--- src/rtl/traffic_light_ctrl_param.sv ---
// ----------------------------------------------------------------------------
// traffic_light_ctrl_param
//
// Highway / side-road intersection controller with cycle-count phase timing.
// It sits between the road-sensor pad and the lamp driver.
//
// The highway rests on green. A side-road vehicle is served only after the
// highway minimum green has elapsed. Each side-road green is bounded below by
// SIDE_MIN_GREEN and above by SIDE_MAX_GREEN. Every change between greens
// passes through yellow and then an all-red clearance. flash_en drives the
// intersection into a blinking night/fault mode, and it too always goes
// through yellow and all-red first.
//
// Ports:
//   clk        in   system clock, rising edge
//   clr_n      in   asynchronous active-low reset
//   sensor     in   side-road vehicle present (asynchronous, synchronised here)
//   flash_en   in   flash-mode request (synchronous to clk)
//   highway    out  highway lamp code: 0 RED, 1 YELLOW, 2 GREEN, 3 OFF
//   small_road out  side-road lamp code, same encoding
//   state_o    out  current FSM state (debug/status)
//
// Interface note: there is no valid/ready handshake here. The outputs are
// level signals that are registered and valid on every cycle. They change
// only on a rising clk edge, or immediately when clr_n asserts.
// ----------------------------------------------------------------------------
module traffic_light_ctrl_param #(
    parameter int TW             = 8,
    parameter int HWY_MIN_GREEN  = 8,
    parameter int YELLOW_T       = 3,
    parameter int ALLRED_T       = 2,
    parameter int SIDE_MIN_GREEN = 4,
    parameter int SIDE_MAX_GREEN = 10,
    parameter int FLASH_HALF     = 4
) (
    input  logic       clk,
    input  logic       clr_n,
    input  logic       sensor,
    input  logic       flash_en,
    output logic [1:0] highway,
    output logic [1:0] small_road,
    output logic [2:0] state_o
);

    typedef enum logic [2:0] {
        HWY_GREEN   = 3'd0,
        HWY_YELLOW  = 3'd1,
        ALL_RED1    = 3'd2,
        SIDE_GREEN  = 3'd3,
        SIDE_YELLOW = 3'd4,
        ALL_RED2    = 3'd5,
        FLASH       = 3'd6
    } state_t;

    localparam logic [1:0] L_RED    = 2'd0;
    localparam logic [1:0] L_YELLOW = 2'd1;
    localparam logic [1:0] L_GREEN  = 2'd2;
    localparam logic [1:0] L_OFF    = 2'd3;

    // Exit thresholds: a duration D ends when the timer reads D-1.
    localparam logic [TW-1:0] HMG_LAST  = TW'(HWY_MIN_GREEN - 1);
    localparam logic [TW-1:0] YEL_LAST  = TW'(YELLOW_T - 1);
    localparam logic [TW-1:0] AR_LAST   = TW'(ALLRED_T - 1);
    localparam logic [TW-1:0] SMIN_LAST = TW'(SIDE_MIN_GREEN - 1);
    localparam logic [TW-1:0] SMAX_LAST = TW'(SIDE_MAX_GREEN - 1);
    localparam logic [TW-1:0] FH_LAST   = TW'(FLASH_HALF - 1);
    localparam logic [TW-1:0] CNT_MAX   = '1;

    state_t          state, state_n;
    logic [TW-1:0]   cnt, cnt_n;
    logic            phase, phase_n;
    logic [1:0]      hw_n, sr_n;
    logic            sens_m, sens_s;

    // Next-state decision.
    always_comb begin
        state_n = state;
        case (state)
            HWY_GREEN:
                if (flash_en || (cnt >= HMG_LAST && sens_s)) state_n = HWY_YELLOW;
            HWY_YELLOW:
                if (cnt == YEL_LAST) state_n = ALL_RED1;
            ALL_RED1:
                if (cnt == AR_LAST) state_n = flash_en ? FLASH : SIDE_GREEN;
            SIDE_GREEN:
                // Max green ends the phase even while a vehicle is still present.
                if (flash_en || cnt == SMAX_LAST || (cnt >= SMIN_LAST && !sens_s))
                    state_n = SIDE_YELLOW;
            SIDE_YELLOW:
                if (cnt == YEL_LAST) state_n = ALL_RED2;
            ALL_RED2:
                if (cnt == AR_LAST) state_n = flash_en ? FLASH : HWY_GREEN;
            FLASH:
                if (!flash_en) state_n = ALL_RED2;
            default:
                state_n = ALL_RED2;
        endcase
    end

    // Phase timer and blink phase.
    // In FLASH the timer wraps at FLASH_HALF-1, so that it always equals
    // cnt mod FLASH_HALF. The phase toggles on every wrap. This keeps the
    // blink running forever instead of stalling once the timer saturates.
    always_comb begin
        cnt_n   = cnt;
        phase_n = 1'b0;
        if (state_n != state) begin
            cnt_n   = '0;
            phase_n = 1'b0;
        end else if (state == FLASH) begin
            if (cnt == FH_LAST) begin
                cnt_n   = '0;
                phase_n = ~phase;
            end else begin
                cnt_n   = cnt + TW'(1);
                phase_n = phase;
            end
        end else if (cnt != CNT_MAX) begin
            cnt_n = cnt + TW'(1);
        end
    end

    // Lamp codes are decoded from the next state, so that the registered
    // lamps change on the same edge as the state register.
    always_comb begin
        hw_n = L_RED;
        sr_n = L_RED;
        case (state_n)
            HWY_GREEN:   hw_n = L_GREEN;
            HWY_YELLOW:  hw_n = L_YELLOW;
            SIDE_GREEN:  sr_n = L_GREEN;
            SIDE_YELLOW: sr_n = L_YELLOW;
            FLASH: begin
                hw_n = phase_n ? L_OFF : L_YELLOW;
                sr_n = phase_n ? L_OFF : L_RED;
            end
            default: ;
        endcase
    end

    always_ff @(posedge clk or negedge clr_n) begin
        if (!clr_n) begin
            sens_m     <= 1'b0;
            sens_s     <= 1'b0;
            state      <= ALL_RED2;
            cnt        <= '0;
            phase      <= 1'b0;
            highway    <= L_RED;
            small_road <= L_RED;
        end else begin
            sens_m     <= sensor;
            sens_s     <= sens_m;
            state      <= state_n;
            cnt        <= cnt_n;
            phase      <= phase_n;
            highway    <= hw_n;
            small_road <= sr_n;
        end
    end

    assign state_o = state;

endmodule

--- config.mk ---
export PLATFORM = sky130hd
export DESIGN_NAME = traffic_light_ctrl_param
export DESIGN_NICKNAME = d
export VERILOG_FILES = /design/src/rtl/traffic_light_ctrl_param.sv
export SDC_FILE = /design/constraint.sdc
export NUM_CORES = 1
export LEC_CHECK = 0
export ABC_AREA = 1
export CORE_ASPECT_RATIO = 1.75
export CORE_UTILIZATION = 40
export CTS_CLUSTER_SIZE = 8
export DETAILED_ROUTE_END_ITERATION = 10
export GPL_TIMING_DRIVEN = 0
export SLEW_MARGIN = 30
export SYNTH_ARGS = -nofsm -noshare
export SYNTH_HDL_FRONTEND = slang
export SYNTH_SLANG_ARGS = --single-unit
--- constraint.sdc ---
create_clock -name clk -period 2.1 [get_ports clk]
set_input_delay 0.42 -clock clk [delete_from_list [all_inputs] [get_ports clk]]
set_output_delay 0.42 -clock clk [all_outputs]
set_load 0.02 [all_outputs]
**Word-level counts from Yosys, hierarchy flattened**

Index checks and enable logic that the tools add are counted.

- Bits in registers: 18
- Bits of input ports: 4
- Output and inout bits: 7
- Word-level logic and storage cells: 57

- Add/sub/neg operators: 1
- Order comparisons: 2
- Equal/unequal tests: 16
- Multiplexer cells: 21
- Bitwise logic cells: 1
- Reduce and logical (&&, ||, !) cells: 9

Operators with widths:

| cell | count |
|---|---|
| $mux W8 | 4 |
| $mux W3 | 9 |
| $pmux W3 S7 | 1 |
| $eq A8 B2 Y1 const B | 2 |
| $eq A3 B3 Y1 const B | 5 |
| $pmux W2 S3 | 2 |
| $eq A3 B2 Y1 const B | 3 |
| $add A8 B1 Y8 const B | 1 |
| $eq A8 B1 Y1 const B | 1 |
| $eq A8 B4 Y1 const B | 1 |
| $ge A8 B2 Y1 const B | 1 |
| $ge A8 B3 Y1 const B | 1 |
| $ne A8 B8 Y1 const B | 1 |
| $eq A3 B1 Y1 const B | 2 |
| $logic_not A3 Y1 | 2 |
| $mux W2 | 2 |
| $logic_or A1 B1 Y1 | 3 |
| $mux W1 | 3 |
| $ne A3 B3 Y1 | 1 |
| $reduce_bool A3 Y1 | 1 |
| $logic_and A1 B1 Y1 | 2 |
| $logic_not A1 Y1 | 1 |
| $not A1 Y1 | 1 |

**Longest topological paths before layout**

Gate-level depths: netlist (run 1).

- Depth in word-level cells: 9
- Depth in mapped cells: 13

**Worst setup path before layout (run 1)**

OpenSTA, ideal clock, no wires.

- Path type: register -> register
- Start point: register state[2], in the netlist state_o[2]
- End point: register highway[1]
- Setup time: 0.121 ns
- Arrival time: 1.619 ns
- Required time: 1.979 ns
- Slack: 0.360 ns
- Stages on the path, launching flop included: 13
- Buffers on the path: 1
- Clock period less this slack: 1.740 ns
- Cell sequence: dfstp_2 buf_2 inv_1 nor2_2 inv_1 nor2_1 nor2_2 nand2_2 nand2_1 nand2_1 inv_2 nand4_2 nand2_1

- Longest elaborated chain between the ends: 6
- Elaborated cells between the ends (all ways): 23

RTL lines:

| item | line | RTL |
|---|---|---|
| start: declaration | 69 | `state_t state, state_n;` |
| start signal: assignment | 153 | `state <= state_n;` |
| $eq A3 B3 Y1 (tied with other cells) | 78 | `case (state)` |
| $pmux W3 S7 (*) | 78 |  |
| named net state_n[1] | 69 |  |
| $ne A3 B3 Y1 | 107 | `if (state_n != state) begin` |
| $mux W1 | 107 |  |
| $mux W2 | 134 | `hw_n = phase_n ? L_OFF : L_YELLOW;` |
| $pmux W2 S3 (*) | 128 | `case (state_n)` |
| named net hw_n[1] | 72 | `logic [1:0] hw_n, sr_n;` |
| end signal: assignment | 156 | `highway <= hw_n;` |
| end: declaration | 40 | `output logic [1:0] highway,` |

The timed path passes the listed nets; every way through them passes the cells marked *.
A chain may end at the register's enable or synchronous reset.

**Worst setup path after layout (run 1)**

- Start point: register state[0], in the netlist state_o[0]
- End point: output port state_o[0]

RTL lines:

| item | line | RTL |
|---|---|---|
| end: declaration | 42 | `output logic [2:0] state_o` |

No word-level cell between the ends.

==> results.yml, run 1 <==
run_status:
  status: "complete, no violations"
global_routing:
  antenna_found_initial: 0
  grt_overflow: 0
  grt_pass1_vias: 975
  grt_pass1_wl_um: 4000
  track_usage_pct: 17.1
  grt_start_max_net_pins: 19
yosys:
  syn-mean-instance-area_um2: 6.93
  synth_area_um2: 1150
  synth_largest_area_cell: "dfrtp_1"
  synthDistinctLibCells: 24
  yosysWarnings: 0
  yosys.area.top_type_share_pct: 34.8
  syn_nets: 173
  ys_ff_latch: 18
  yosysSeqAreaShare_pct: 39.4
  synth_area_leaders: "dfrtp_1 35%, nand2_1 12%, inv_1 8.8%"
  netlist_instances: 166
clocking:
  cts_hold_buf: 0
  clk_latency_ns: 0.26
  numCtsBuffers: 3
  cts_buffer_depth: 2
  cts_setup_buffers: 0
  root_buffer: "clkbuf_8"
  h-tree-depth: 1
  path_clk_slew_ns: 0.07
  cts_resized: 0
  tritoncts: "built"
  clock-sinks: 18
die:
  core_area_um2: 2720
  die_h_um: 72.9
  start_util_pct: 42.3
  design.die.area_um2: 3100
  die_x_um: 42.5
  rows: 25
  pin_count: 11
placed_design:
  hpwl_um: 1930
  gp_congestion: 0.904
  portBuffers: 10
setup_path:
  path_max_fanout: 6
  slowest_delay_ns: 0.62
  reg2reg_slack_ns: 0.22
  setup.worst_path.end: "state_o[0]"
  crit_path_start: "state_o[0]$_DFF_PN1_"
  worstPathArrival_ns: 1.47
  required_ns: 1.68
  reg2regPathDepth: 11
  worstSetupStartpointType: "flop"
  worst_path_dominant_cell_family: "buffers and inverters"
  path_depth: 1
  crit_type: "flop to primary output"
  r2r_start: "cnt[0]$_DFFE_PN0P_"
  reg2reg_to: "small_road[0]$_DFF_PN0_"
  cp-end-kind: "primary output"
  worst_path_max_delay_cell: "clkdlybuf4s50_1"
  cp_cell_sequence: "clkdlybuf4s50_1"
  crit_buf_inv: 1
pwr:
  leakagePower_nw: 0.712
  p_sw_w: 0.000843
  vdd_drop_max_mv: 0.738
  power_frac_clock_pct: 15.5
  p_int_w: 0.000982
  powerDensity_nw_per_um2: 1360
  pwr-share-seq_pct: 28.6
  swShare_pct: 46.2
  power_w: 0.00182
  combinationalPowerShare_pct: 55.9
routing:
  vias: 1032
  wl_um: 2370
  first_pass_iters: 4
  viasPerCell: 4.99
  drc: 0
  wl_per_cell_um: 11.5
  ant_nets: 0
  drtIter0Drc: 17
sta:
  period_needed_ns: 1.89
  drv_slew: 0
  clock.fmax_mhz: 528
  setup_viol: 0
  setup-tns-final_ns: 0
  finalHoldViolCount: 0
  rsz0062_at_grt: "false"
  relSlewSlack_pct: 47.5
  final.setup_skew_ns: 0.00857
  finalCritPeriodShare_pct: 90.2
  tightest_slew_ns: 0.785
run:
  cap_viol_max_count: 0
min_path:
  hp-class: "flop to flop"
cells_and_area:
  drive_gt1_share_pct: 12.2
  fin_nets: 188
  n_antenna_cell: 0
  n_fill_cell: 275
  final_common_cell: "nand2_1"
  register_area_um2: 453
  multiInputGateArea_um2: 579
  final_cell_mix: "38 x nand2_1, 27 x inv_1, 27 x nor2_1"
  syn_to_final_growth_pct: 16.4
  final_util_pct: 49.2
-- worst min path at each step --
stage,start,endpoint,slack [ns],depth (start not counted)
after global routing,sens_m$_DFF_PN0_,sens_s$_DFF_PN0_,0.38,0
final,sens_m$_DFF_PN0_,sens_s$_DFF_PN0_,0.37,0
after global placement,sens_m$_DFF_PN0_,sens_s$_DFF_PN0_,0.34,0
after floorplan,clr_n,cnt[0]$_DFFE_PN0P_,0.12,0
after detailed placement,sens_m$_DFF_PN0_,sens_s$_DFF_PN0_,0.36,0
after CTS,sens_m$_DFF_PN0_,sens_s$_DFF_PN0_,0.37,0
-- logic make-up (layout without fill, tap and decap cells) --
family / count (synthesis) / in the layout / share of synthesized area [%]
buf+inv: 31 / 45 / 10.2
xor+xnor: 1 / 1 / 0.762
flops: 18 / 18 / 39.4
fa+ha+maj: 3 / 3 / 3.26
compound gates: 21 / 21 / 10.2
simple gates: 92 / 92 / 36.1
-- power groups by stage --
| stage | Combinational, W | Sequential [W] | Clock [W] |
|---|---|---|---|
| after floorplan | 0.000680 | 0.000591 | 0 |
| after global placement | 0.00102 | 0.000525 | 0 |
| after detailed placement | 0.00103 | 0.000528 | 0 |
| after CTS | 0.00104 | 0.000522 | 0.000288 |
| after global routing | 0.00116 | 0.000536 | 0.000303 |
| final | 0.00102 | 0.000522 | 0.000282 |
-- flip-flops by register name (all words and copies together), names as in the netlist --
register    flops
phase           1
sens_s          1
cnt             8
state_o         3
sens_m          1
highway         2
small_road      2
-- cells in the mapped netlist --
cell and count:
dfstp_2 2, nand4_2 1, nor2_2 3, a21oi_1 6, xor2_1 1, o21ai_1 3
nand3_4 1, inv_2 3, o21ai_0 7, buf_2 1, dfrtp_1 16, nand3_1 11
and3_1 1, nand2_2 5, nor2_1 27, nand3_2 1, nor3_1 4, ha_1 3
nand2_1 38, inv_1 27, o211ai_1 1, o21ai_2 1, o21bai_1 2, a31oi_1 1
-- area by class of cell --
type / instances / share of cell area (%)
buffer: 1 / 0.374
clock buffer: 4 / 4.11
inverter: 30 / 8.41
multi-input combinational: 117 / 43.3
sequential: 18 / 33.8
tap: 27 / 2.52
timing repair buffer: 10 / 7.48
-- through the flow --
step,area [um^2],instances,hold slack (ns),setup WS [ns]
final,1340,207,0.369,0.206
after global routing,1340,207,0.383,0.0528
after CTS,1340,207,0.370,0.207
after detailed placement,1280,203,0.355,0.0639
after global placement,1280,203,0.337,0.0821
after floorplan,1150,166,0.124,0.360
-- routing by layer --
layer	track usage [%]	up-vias	share of wire, %
met4	9.72	0	3.2
met2	32.0	18	55
li1	-	544	-
met5	0	-	0
met3	1.73	9	2.1
met1	18.0	461	39
Power figures use the tool's default switching activity.
==> inputs of run 2 (changes only) <==
--- a/config.mk
+++ b/config.mk
@@ -6,11 +6,11 @@
 export NUM_CORES = 1
 export LEC_CHECK = 0
 export ABC_AREA = 1
-export CORE_ASPECT_RATIO = 1.75
-export CORE_UTILIZATION = 40
+export CORE_UTILIZATION = 55
 export CTS_CLUSTER_SIZE = 8
 export DETAILED_ROUTE_END_ITERATION = 10
 export GPL_TIMING_DRIVEN = 0
+export PLACE_DENSITY = 0.77
 export SLEW_MARGIN = 30
 export SYNTH_ARGS = -nofsm -noshare
 export SYNTH_HDL_FRONTEND = slang
==> results.yml, run 2 (same netlist as run 1, synthesis figures left out) <==
run_status:
  status: "complete, no violations"
pwr:
  p_int_w: 0.000891
  combinationalPowerShare_pct: 60.4
  pwr-share-seq_pct: 29.7
  leakagePower_nw: 0.699
  vdd_drop_max_mv: 1.22
  power_frac_clock_pct: 9.9
  p_sw_w: 0.000862
  swShare_pct: 49.2
  powerDensity_nw_per_um2: 1330
min_path:
  hp-class: "flop to flop"
  min_path_cells: 0
die:
  core_area_um2: 1960
  design.die.area_um2: 2280
  start_util_pct: 58.6
  die_h_um: 47.7
  die_x_um: 47.7
  rows: 16
  pin_count: 11
placed_design:
  place_inst: 203
  portBuffers: 10
  dpl_cell_area_um2: 1280
  gp_congestion: 0.906
  hpwl_um: 1900
  post-place-ws_ns: 0.0473
cells_and_area:
  fin_nets: 188
  n_fill_cell: 193
  final_common_cell: "nand2_1"
  largest_reg_flops: 8
  final_cell_area_um2: 1310
  syn_to_final_growth_pct: 14.3
  top_register: "cnt"
  final_cell_mix: "38 x nand2_1, 27 x inv_1, 27 x nor2_1"
  final_util_pct: 67.0
  n_antenna_cell: 0
  layoutNonFillerInstCount: 207
  drive_gt1_share_pct: 12.2
clocking:
  root_buffer: "clkbuf_4"
  tritoncts: "built"
  cts_setup_buffers: 0
  clock-sinks: 18
  clk_latency_ns: 0.29
  numCtsBuffers: 3
  cts_resized: 0
  cts_buffer_depth: 2
  cts_hold_buf: 0
  h-tree-depth: 1
  path_clk_slew_ns: 0.10
sta:
  fin_ws_ns: 0.173
  drv_slew: 0
  clock.fmax_mhz: 519
  setup_viol: 0
  setup-tns-final_ns: 0
  tightest_slew_ns: 0.786
  rsz0062_at_grt: "false"
  finalCritPeriodShare_pct: 91.8
  period_needed_ns: 1.93
  final.setup_skew_ns: 0.0117
  finalHoldViolCount: 0
  relSlewSlack_pct: 47.5
global_routing:
  grt_start_max_net_pins: 19
  track_usage_pct: 23.4
  antenna_found_initial: 0
  grt_overflow: 0
  grt_pass1_wl_um: 3660
  grt_pass1_vias: 877
setup_path:
  cp-end-kind: "flop"
  reg2reg_slack_ns: 0.17
  path_max_fanout: 9
  required_ns: 2.27
  reg2regPathDepth: 12
  worstPathArrival_ns: 2.10
  crit_type: "flop to flop"
  worstSetupStartpointType: "flop"
routing:
  viasPerCell: 5.14
  vias: 1063
  ant_nets: 0
  wl_um: 2450
  drtIter0Drc: 24
  drc: 0
  first_pass_iters: 4
  wl_per_cell_um: 11.8
run:
  cap_viol_max_count: 0
run 2: changes by cell type in the layout (fill, tap and decap cells not counted):
cell,change
clkbuf_1,+1
clkbuf_8,-4
a21oi_2,+1
a21oi_1,-1
clkbuf_4,+3
run 2: final timing paths:
kind	from	to
min	sens_m$_DFF_PN0_	sens_s$_DFF_PN0_
min in group asynchronous	clr_n	cnt[6]$_DFFE_PN0P_
max	state_o[2]$_DFF_PN1_	small_road[0]$_DFF_PN0_
max reg2reg	state_o[2]$_DFF_PN1_	small_road[0]$_DFF_PN0_
max in group asynchronous	clr_n	sens_m$_DFF_PN0_
min reg2reg	sens_m$_DFF_PN0_	sens_s$_DFF_PN0_
run 2: power by group through the flow:
stage	Clock, W	Combinational (W)	Sequential (W)
after floorplan	0	0.000680	0.000591
after CTS	0.000180	0.00105	0.000521
after global placement	0	0.00100	0.000523
after detailed placement	0	0.00105	0.000529
final	0.000173	0.00106	0.000521
after global routing	0.000199	0.00118	0.000532
run 2: cell type report:
type	count	area (um^2)	area share, %
tap	27	33.8	2.57
inverter	30	113	8.57
sequential	18	453	34.5
timing repair buffer	10	100	7.62
buffer	1	5.00	0.381
multi-input combinational	117	583	44.4
clock buffer	4	26.3	2.00
run 2: metal layers:
metal	wire (um)	track usage (%)	vias up
li1	-	-	545
met1	1140	31.5	497
met2	1220	38.6	19
met3	70	4.15	2
met4	14	6.67	0
met5	0	0	-
run 2: through the flow:
| stage | hold WS (ns) | total power (W) |
|---|---|---|
| after floorplan | 0.124 | 0.00127 |
| after global placement | 0.336 | 0.00152 |
| after detailed placement | 0.339 | 0.00157 |
| after CTS | 0.347 | 0.00175 |
| after global routing | 0.353 | 0.00192 |
| final | 0.346 | 0.00175 |
run 2: critical path, cell delays in order (launching register included):
cell     delay (ns)
dfstp_2        0.53
buf_2          0.21
inv_1          0.10
nor2_2         0.20
inv_1          0.08
nor2_1         0.15
nor2_2         0.07
nand2_2        0.11
nand2_1        0.06
nand2_1        0.07
inv_2          0.05
nand4_2        0.12
nand2_1        0.07
